===== src/rtl/branch_pc_ctrl.sv =====
// Program counter owner for the Mini SRC datapath: fetch increment, jr/jal load and the T3-T5 conditional branch sequence.
// Optional macro BRANCH_STATS_EN enables the saturating taken-branch counter on taken_count.
module branch_pc_ctrl #(
    parameter int unsigned            ADDR_WIDTH = 32,
    parameter int unsigned            C_WIDTH    = 19,
    parameter logic [ADDR_WIDTH-1:0]  PC_RESET   = '0
) (
    input  logic                  clk,
    input  logic                  clr,
    input  logic                  start,
    input  logic [1:0]            ir_cond,
    input  logic [C_WIDTH-1:0]    ir_c,
    input  logic [ADDR_WIDTH-1:0] bus_in,
    input  logic                  pc_ld,
    input  logic                  pc_inc,
    input  logic                  con_q,
    output logic                  con_en,
    output logic [1:0]            cond_out,
    output logic [ADDR_WIDTH-1:0] pc_out,
    output logic                  busy,
    output logic                  done,
    output logic                  taken,
    output logic [15:0]           taken_count
);

    localparam int unsigned EXT_WIDTH = ADDR_WIDTH - C_WIDTH;

    typedef enum logic [2:0] {
        IDLE = 3'd0,
        T3   = 3'd1,
        T4   = 3'd2,
        T5   = 3'd3,
        DONE = 3'd4
    } state_t;

    state_t                state_q;
    state_t                state_d;
    logic [C_WIDTH-1:0]    c_q;
    logic [ADDR_WIDTH-1:0] target_q;
    logic [ADDR_WIDTH-1:0] c_ext;

    assign c_ext = {{EXT_WIDTH{c_q[C_WIDTH-1]}}, c_q};

    // Next-state logic; every non-IDLE state lasts exactly one cycle.
    always_comb begin
        state_d = state_q;
        case (state_q)
            IDLE:    if (start) state_d = T3;
            T3:      state_d = T4;
            T4:      state_d = T5;
            T5:      state_d = DONE;
            DONE:    state_d = IDLE;
            default: state_d = IDLE;
        endcase
    end

    // State register plus registered strobes decoded from the upcoming state.
    always_ff @(posedge clk or posedge clr) begin
        if (clr) begin
            state_q  <= IDLE;
            con_en   <= 1'b0;
            busy     <= 1'b0;
            done     <= 1'b0;
            taken    <= 1'b0;
            cond_out <= 2'b00;
            c_q      <= '0;
            target_q <= '0;
            pc_out   <= PC_RESET;
        end else begin
            state_q <= state_d;
            con_en  <= (state_d == T3);
            busy    <= (state_d != IDLE);
            done    <= (state_d == DONE);

            // PC ops only in IDLE; a coincident start sees the updated PC at T4.
            if (state_q == IDLE) begin
                if (pc_ld) begin
                    pc_out <= bus_in;
                end else if (pc_inc) begin
                    pc_out <= pc_out + ADDR_WIDTH'(1);
                end
                if (start) begin
                    cond_out <= ir_cond;
                    c_q      <= ir_c;
                end
            end

            if (state_q == T4) begin
                taken    <= con_q;
                target_q <= pc_out + c_ext;
            end

            if ((state_q == T5) && taken) begin
                pc_out <= target_q;
            end
        end
    end

`ifdef BRANCH_STATS_EN
    // Saturating count of taken branches, cleared only by clr.
    always_ff @(posedge clk or posedge clr) begin
        if (clr) begin
            taken_count <= 16'h0000;
        end else if ((state_q == T5) && taken && (taken_count != 16'hFFFF)) begin
            taken_count <= taken_count + 16'd1;
        end
    end
`else
    assign taken_count = 16'h0000;
`endif

endmodule


===== config.mk =====
export PLATFORM = sky130hd
export DESIGN_NAME = branch_pc_ctrl
export DESIGN_NICKNAME = d
export VERILOG_FILES = /design/src/rtl/branch_pc_ctrl.sv
export SDC_FILE = /design/constraint.sdc
export NUM_CORES = 1
export LEC_CHECK = 0
export ABC_AREA = 0
export CORE_MARGIN = 5
export CORE_UTILIZATION = 50
export CTS_CLUSTER_DIAMETER = 50
export DETAILED_ROUTE_END_ITERATION = 6
export PLACE_DENSITY = 0.83
export SKIP_LAST_GASP = 1
export SLEW_MARGIN = 20
export SYNTH_ARGS = -nofsm -noshare
export SYNTH_HDL_FRONTEND = slang
export SYNTH_SLANG_ARGS = --single-unit

===== constraint.sdc =====
create_clock -name clk -period 5.4 [get_ports clk]
set_input_delay 1.62 -clock clk [delete_from_list [all_inputs] [get_ports clk]]
set_output_delay 1.62 -clock clk [all_outputs]
set_load 0.01 [all_outputs]

==> impl_metrics.ini, run 1 <==
[critical_path]
crit_family = buffers and inverters
startpoint_type = input pin
path_class = in -> reg
crit_arrival_ps = 3800
crit_top_cell = buf_4
critical_path.max_stage_delay_ps = 760
path_cells = clkdlybuf4s50_1 > o21ai_1 > buf_4 > nor2b_2 > buf_4 > a22oi_1 > o21ai_0
cp_slowest_cell = nor2b_2
critPathCaptureType = flop
path_buf_inv = 3
required_ps = 5640
crit_fanout = 24

[routing]
antenna_left = 0
drtPass1Iterations = 7
routedWlPerCell_um = 18.5
drc = 0
vias = 5550
drtIter0Drc = 584
routed_wl_um = 16900
vias_per_cell = 6.07

[layout]
final_core_util_pct = 61.8
layout.nets = 854
instances_no_fill = 914
antenna_cells = 0
area_growth_pct = 21.6
drive_gt1_share_pct = 7.95

[logic_synthesis]
yosysUniqueCellTypes = 59
ys.flop_type = dfrtp_1
netlist_area_um2 = 6100
netlist_instances = 682
yosysTopAreaCellShare_pct = 37.7
yosys.area.top_type = dfrtp_1
ys_ff_latch = 92
synth_edf_count = 0
synth_area_per_cell_um2 = 8.95
ys_seq_area_share_pct = 37.7
yosys-top-cells-area = dfrtp_1, ha_1, o21ai_0
async_flop_share_pct = 100
yosysWarnings = 0

[timing]
fin_crit_ps = 3560
slew_violations = 0
tns_ps = 0
fin_crit_sh_pct = 65.9
setup_slack_ps = 1840
hold_viol_final = 0
worst_slew_pin_slew_ps = 916
setup_viol = 0
clock-skew-final_ps = 11.8
max_freq_mhz = 281
rsz0062_at_grt = no
slew_headroom_pct = 38.4

[placement]
dp_cells = 898
place_congestion = 0.910
io_buffers = 96
dpl.hpwl_um = 12200
place_ws_ps = 1580

[die]
die_h_um = 120
num_rows = 40
dieArea_um2 = 14500
core_um2 = 12000
io_pins = 113
die_x_um = 120
initial_core_util_pct = 50.8

[power_and_ir_drop]
peakVddDrop_mv = 0.277
netSwitchingPower_mw = 2.39
power_frac_seq_pct = 27.6
p_per_area_nw_per_um2 = 694
p_int_mw = 2.77
power_frac_comb_pct = 59.3
power.leakage_nw = 3.15
switching_share_pct = 46.3
clock_power_share_pct = 13.1

[clock_tree]
insertion_delay_ps = 340
cts.clk_slew.worst_paths_ps = 70
post_cts_buffers = 0
htree_levels = 3
clock-sinks = 92
hold_buffers = 0
cts_tree = done
clockBufferDepth = 2
cts_made_buffers = 9
cts_root_buffer = clkbuf_16
cts_resized = 0

[job]
maxCapViolations = 0

[status]
status = finished, final reports clean

[global_route]
track_usage_pct = 23.2
grt_pass1_vias = 5425
grt_start_max_net_pins = 51
grt-ovfl-total = 0
antenna_found_initial = 0
grt_pass1_wl_um = 27300

[min_path]
hp-class = reg -> reg
[sequential cells by signal (all words and copies together) (netlist names)]
| signal | flops |
|---|---|
| pc_out | 32 |
| target_q | 32 |
| c_q | 19 |
| state_q | 3 |
| cond_out | 2 |
| busy | 1 |
| con_en | 1 |
| done | 1 |
| taken | 1 |
[Yosys cell counts, types with 13 or more instances]
library cell,count
nand2_1,71
nor3_1,13
a21oi_1,61
buf_4,17
xor2_1,26
nor2_1,40
mux2_2,21
a22oi_1,20
xnor2_1,31
o21ai_0,65
clkbuf_1,20
nand3_1,25
ha_1,32
dfrtp_1,92
[worst register-to-register path, cell delays in order, from the launching register on]
cell and delay, ps:
dfrtp_1 490, ha_1 290, fa_1 430, a21o_1 210, a221o_1 380, a41oi_1 310, o221ai_1 310, a31oi_1 300
xor2_1 180, o21ai_1 70
[power groups by stage]
stage                     Combinational [mW]  Clock, mW  Sequential [mW]
final                                   3.06      0.677             1.42
after global routing                    3.36      0.716             1.46
after CTS                               3.03      0.678             1.41
after detailed placement                2.98          0             1.42
after global placement                  2.88          0             1.41
after floorplan                         2.15          0             1.35
[layout make-up]
cell class | instances | area [um^2]
inverter | 11 | 42.5
timing repair buffer | 104 | 1020
sequential | 92 | 2300
fill | 1009 | 4590
clock buffer | 10 | 239
tap | 147 | 184
multi-input combinational | 544 | 3560
clock inverter | 6 | 78.8
[cells by family (layout without fill, tap and decap cells)]
kind of cell	after synthesis	count (layout)	share of synthesized area, %
XOR/XNOR	57	57	8.18
AND/OR/NAND/NOR	195	195	15.2
adder cells (fa/ha/maj)	33	33	6.89
AO/OA/AOI/OAI	216	216	22.0
other	1	16	0.0614
flip-flops	92	92	37.7
buffers and inverters	61	131	5.00
multiplexers	27	27	4.94
[layer usage]
metal  global-route usage, %  part of all wire [%]
met5                       0                     0
met4                    8.07                   3.2
met3                    4.68                   7.8
met2                    38.2                    46
met1                    30.4                    43
[placed cells by master, fill, tap and decap left out, drive strengths merged, types with 5 or more instances in the layout]
cell type      Yosys  final
mux2i              5      5
clkbuf            21     10
o21a               7      7
buf               29      8
a22oi             20     20
xnor2             31     31
nand2             71     71
o21ai             70     70
ha                32     32
nor3              14     14
and2               6      6
clkdlybuf4s50      0     96
a22o              10     10
o211ai             6      6
a31oi              7      7
nand3             27     27
dfrtp             92     92
inv               11     14
a211oi             5      5
nand4              9      9
and3              11     11
nor2              40     40
xor2              26     26
mux2              22     22
a21oi             61     61
a21o               9      9
conb               1     16
[path summary, 6_finish.rpt]
kind,start,endpoint,slack (ps),depth (start not counted)
worst max-delay path,pc_ld,pc_out[15],1840,7
worst min register to register,target_q[22],target_q[22],490,2
min in group asynchronous,clr,pc_out[0],1670,2
worst min-delay path,target_q[22],target_q[22],490,2
worst max register to register,pc_out[0],target_q[16],2290,9
max in group asynchronous,clr,c_q[14],2910,3
[per-stage QoR]
| stage | area [um^2] | power, mW | hold WS (ps) |
|---|---|---|---|
| 2_1_floorplan | 6160 | 3.50 | 446 |
| 3_3_place_gp | 7110 | 4.29 | 457 |
| 3_5_place_dp | 7110 | 4.40 | 465 |
| 4_1_cts | 7420 | 5.12 | 482 |
| 5_1_grt | 7420 | 5.54 | 518 |
| 6_report | 7420 | 5.15 | 487 |
Note: power is estimated with default switching activity, not from simulation.
==> inputs of run 2 (changes only) <==
Settings changed: CORE_UTILIZATION 50 to 48.
Clock period 5.4 ns to 3.1 ns, I/O delays scaled along.
==> impl_metrics.ini, run 2 (synthesis results as in run 1) <==
[critical_path]
critPathCaptureType = flop
path_cells = ha_1 > fa_1 > a21o_1 > a221o_1 > a41oi_1 > o221ai_1 > a31oi_1 > xor2_1 > o21ai_1
critical_path.max_stage_delay_ps = 450
path_class = reg -> reg
path_buf_inv = 0
crit_family = compound AO/OA/AOI/OAI gates
crit_arrival_ps = 3150
required_ps = 3320
crit_fanout = 7
startpoint_type = flop
cp_slowest_cell = dfrtp_1

[clock_tree]
post_cts_buffers = 0
htree_levels = 3
hold_buffers = 0
insertion_delay_ps = 360
cts.clk_slew.worst_paths_ps = 70
cts_made_buffers = 9
cts_resized = 0
clock-sinks = 92
clockBufferDepth = 2
cts_root_buffer = clkbuf_16
cts_tree = done

[layout]
area_growth_pct = 23.3
final_common_cell = clkdlybuf4s50_1
final_core_util_pct = 59.9
drive_gt1_share_pct = 8.89
most-common-layout-cells = clkdlybuf4s50_1, dfrtp_1, nand2_1
layout.nets = 863
antenna_cells = 0
reg.largest.list = pc_out x32, target_q x32, c_q x19

[routing]
routed_wl_um = 17000
antenna_left = 0
drtPass1Iterations = 5
drc = 0
routedWlPerCell_um = 17.9
vias = 5440
drtIter0Drc = 484
vias_per_cell = 5.74

[global_route]
antenna_found_initial = 0
grt_pass1_vias = 5266
grt-ovfl-total = 0
grt_start_max_net_pins = 60
grt_pass1_wl_um = 27400
track_usage_pct = 23.2

[die]
num_rows = 41
initial_core_util_pct = 48.6
io_pins = 113
die_h_um = 123
core_um2 = 12600
dieArea_um2 = 15100
die_x_um = 123

[timing]
slew_violations = 0
fin_crit_ps = 2920
worst_slew_pin_slew_ps = 818
clock-skew-final_ps = 14.8
fin_crit_sh_pct = 94.3
setup_viol = 0
hold_viol_final = 0
slew_headroom_pct = 45.5
holdWs_ps = 482
rsz0062_at_grt = no
tns_ps = 0
max_freq_mhz = 342

[min_path]
hp-class = reg -> reg

[power_and_ir_drop]
peakVddDrop_mv = 0.540
p_per_area_nw_per_um2 = 1180
power_frac_seq_pct = 27.5
power.leakage_nw = 3.19
power_frac_comb_pct = 59.8
clock_power_share_pct = 12.7
netSwitchingPower_mw = 4.08
switching_share_pct = 45.7
p_int_mw = 4.84

[status]
status = finished, final reports clean

[placement]
io_buffers = 96
dpl.hpwl_um = 12500
place_congestion = 0.943

[job]
maxCapViolations = 0
run 2: per-layer routing:
metal	vias up	global-route usage (%)	wire, um
met1	2597	31.6	7530
li1	2618	-	-
met3	21	4.29	1060
met2	204	37.9	8130
met5	-	0	0
met4	0	6.37	263
run 2: per-stage QoR:
stage	cell area (um^2)	worst slack (ps)	power, mW	instances
global placement	7230	330	7.56	932
detailed placement	7230	235	7.68	932
CTS	7530	215	8.88	948
floorplan	6160	449	6.10	697
finish	7530	175	8.91	948
global route	7530	47.4	9.63	948
run 2: worst min-delay path, stage by stage (launching register included):
cell and delay, ps:
dfrtp_1 350, nand2_1 40, o21ai_0 60
run 2: final timing paths:
check	start	end	slack, ps	cells past startpoint
min in group asynchronous	clr	busy	990	3
hold / removal	target_q[19]	target_q[19]	480	2
hold reg to reg	target_q[19]	target_q[19]	480	2
setup reg to reg	pc_out[0]	target_q[16]	180	9
setup / recovery	pc_out[0]	target_q[16]	180	9
max in group asynchronous	clr	c_q[14]	1770	3
run 2: cell type report:
cell class                 instances  area (um^2)
clock buffer                      10          229
sequential                        92         2300
inverter                          11         45.0
multi-input combinational        544         3560
tap                              172          215
timing repair buffer             113         1110
fill                            1133         5040
clock inverter                     6         71.3
run 2: power by group through the flow:
stage	Sequential (mW)	Clock [mW]	Combinational, mW
global route	2.52	1.21	5.90
floorplan	2.36	0	3.74
CTS	2.43	1.15	5.29
finish	2.45	1.14	5.33
global placement	2.42	0	5.14
detailed placement	2.45	0	5.23
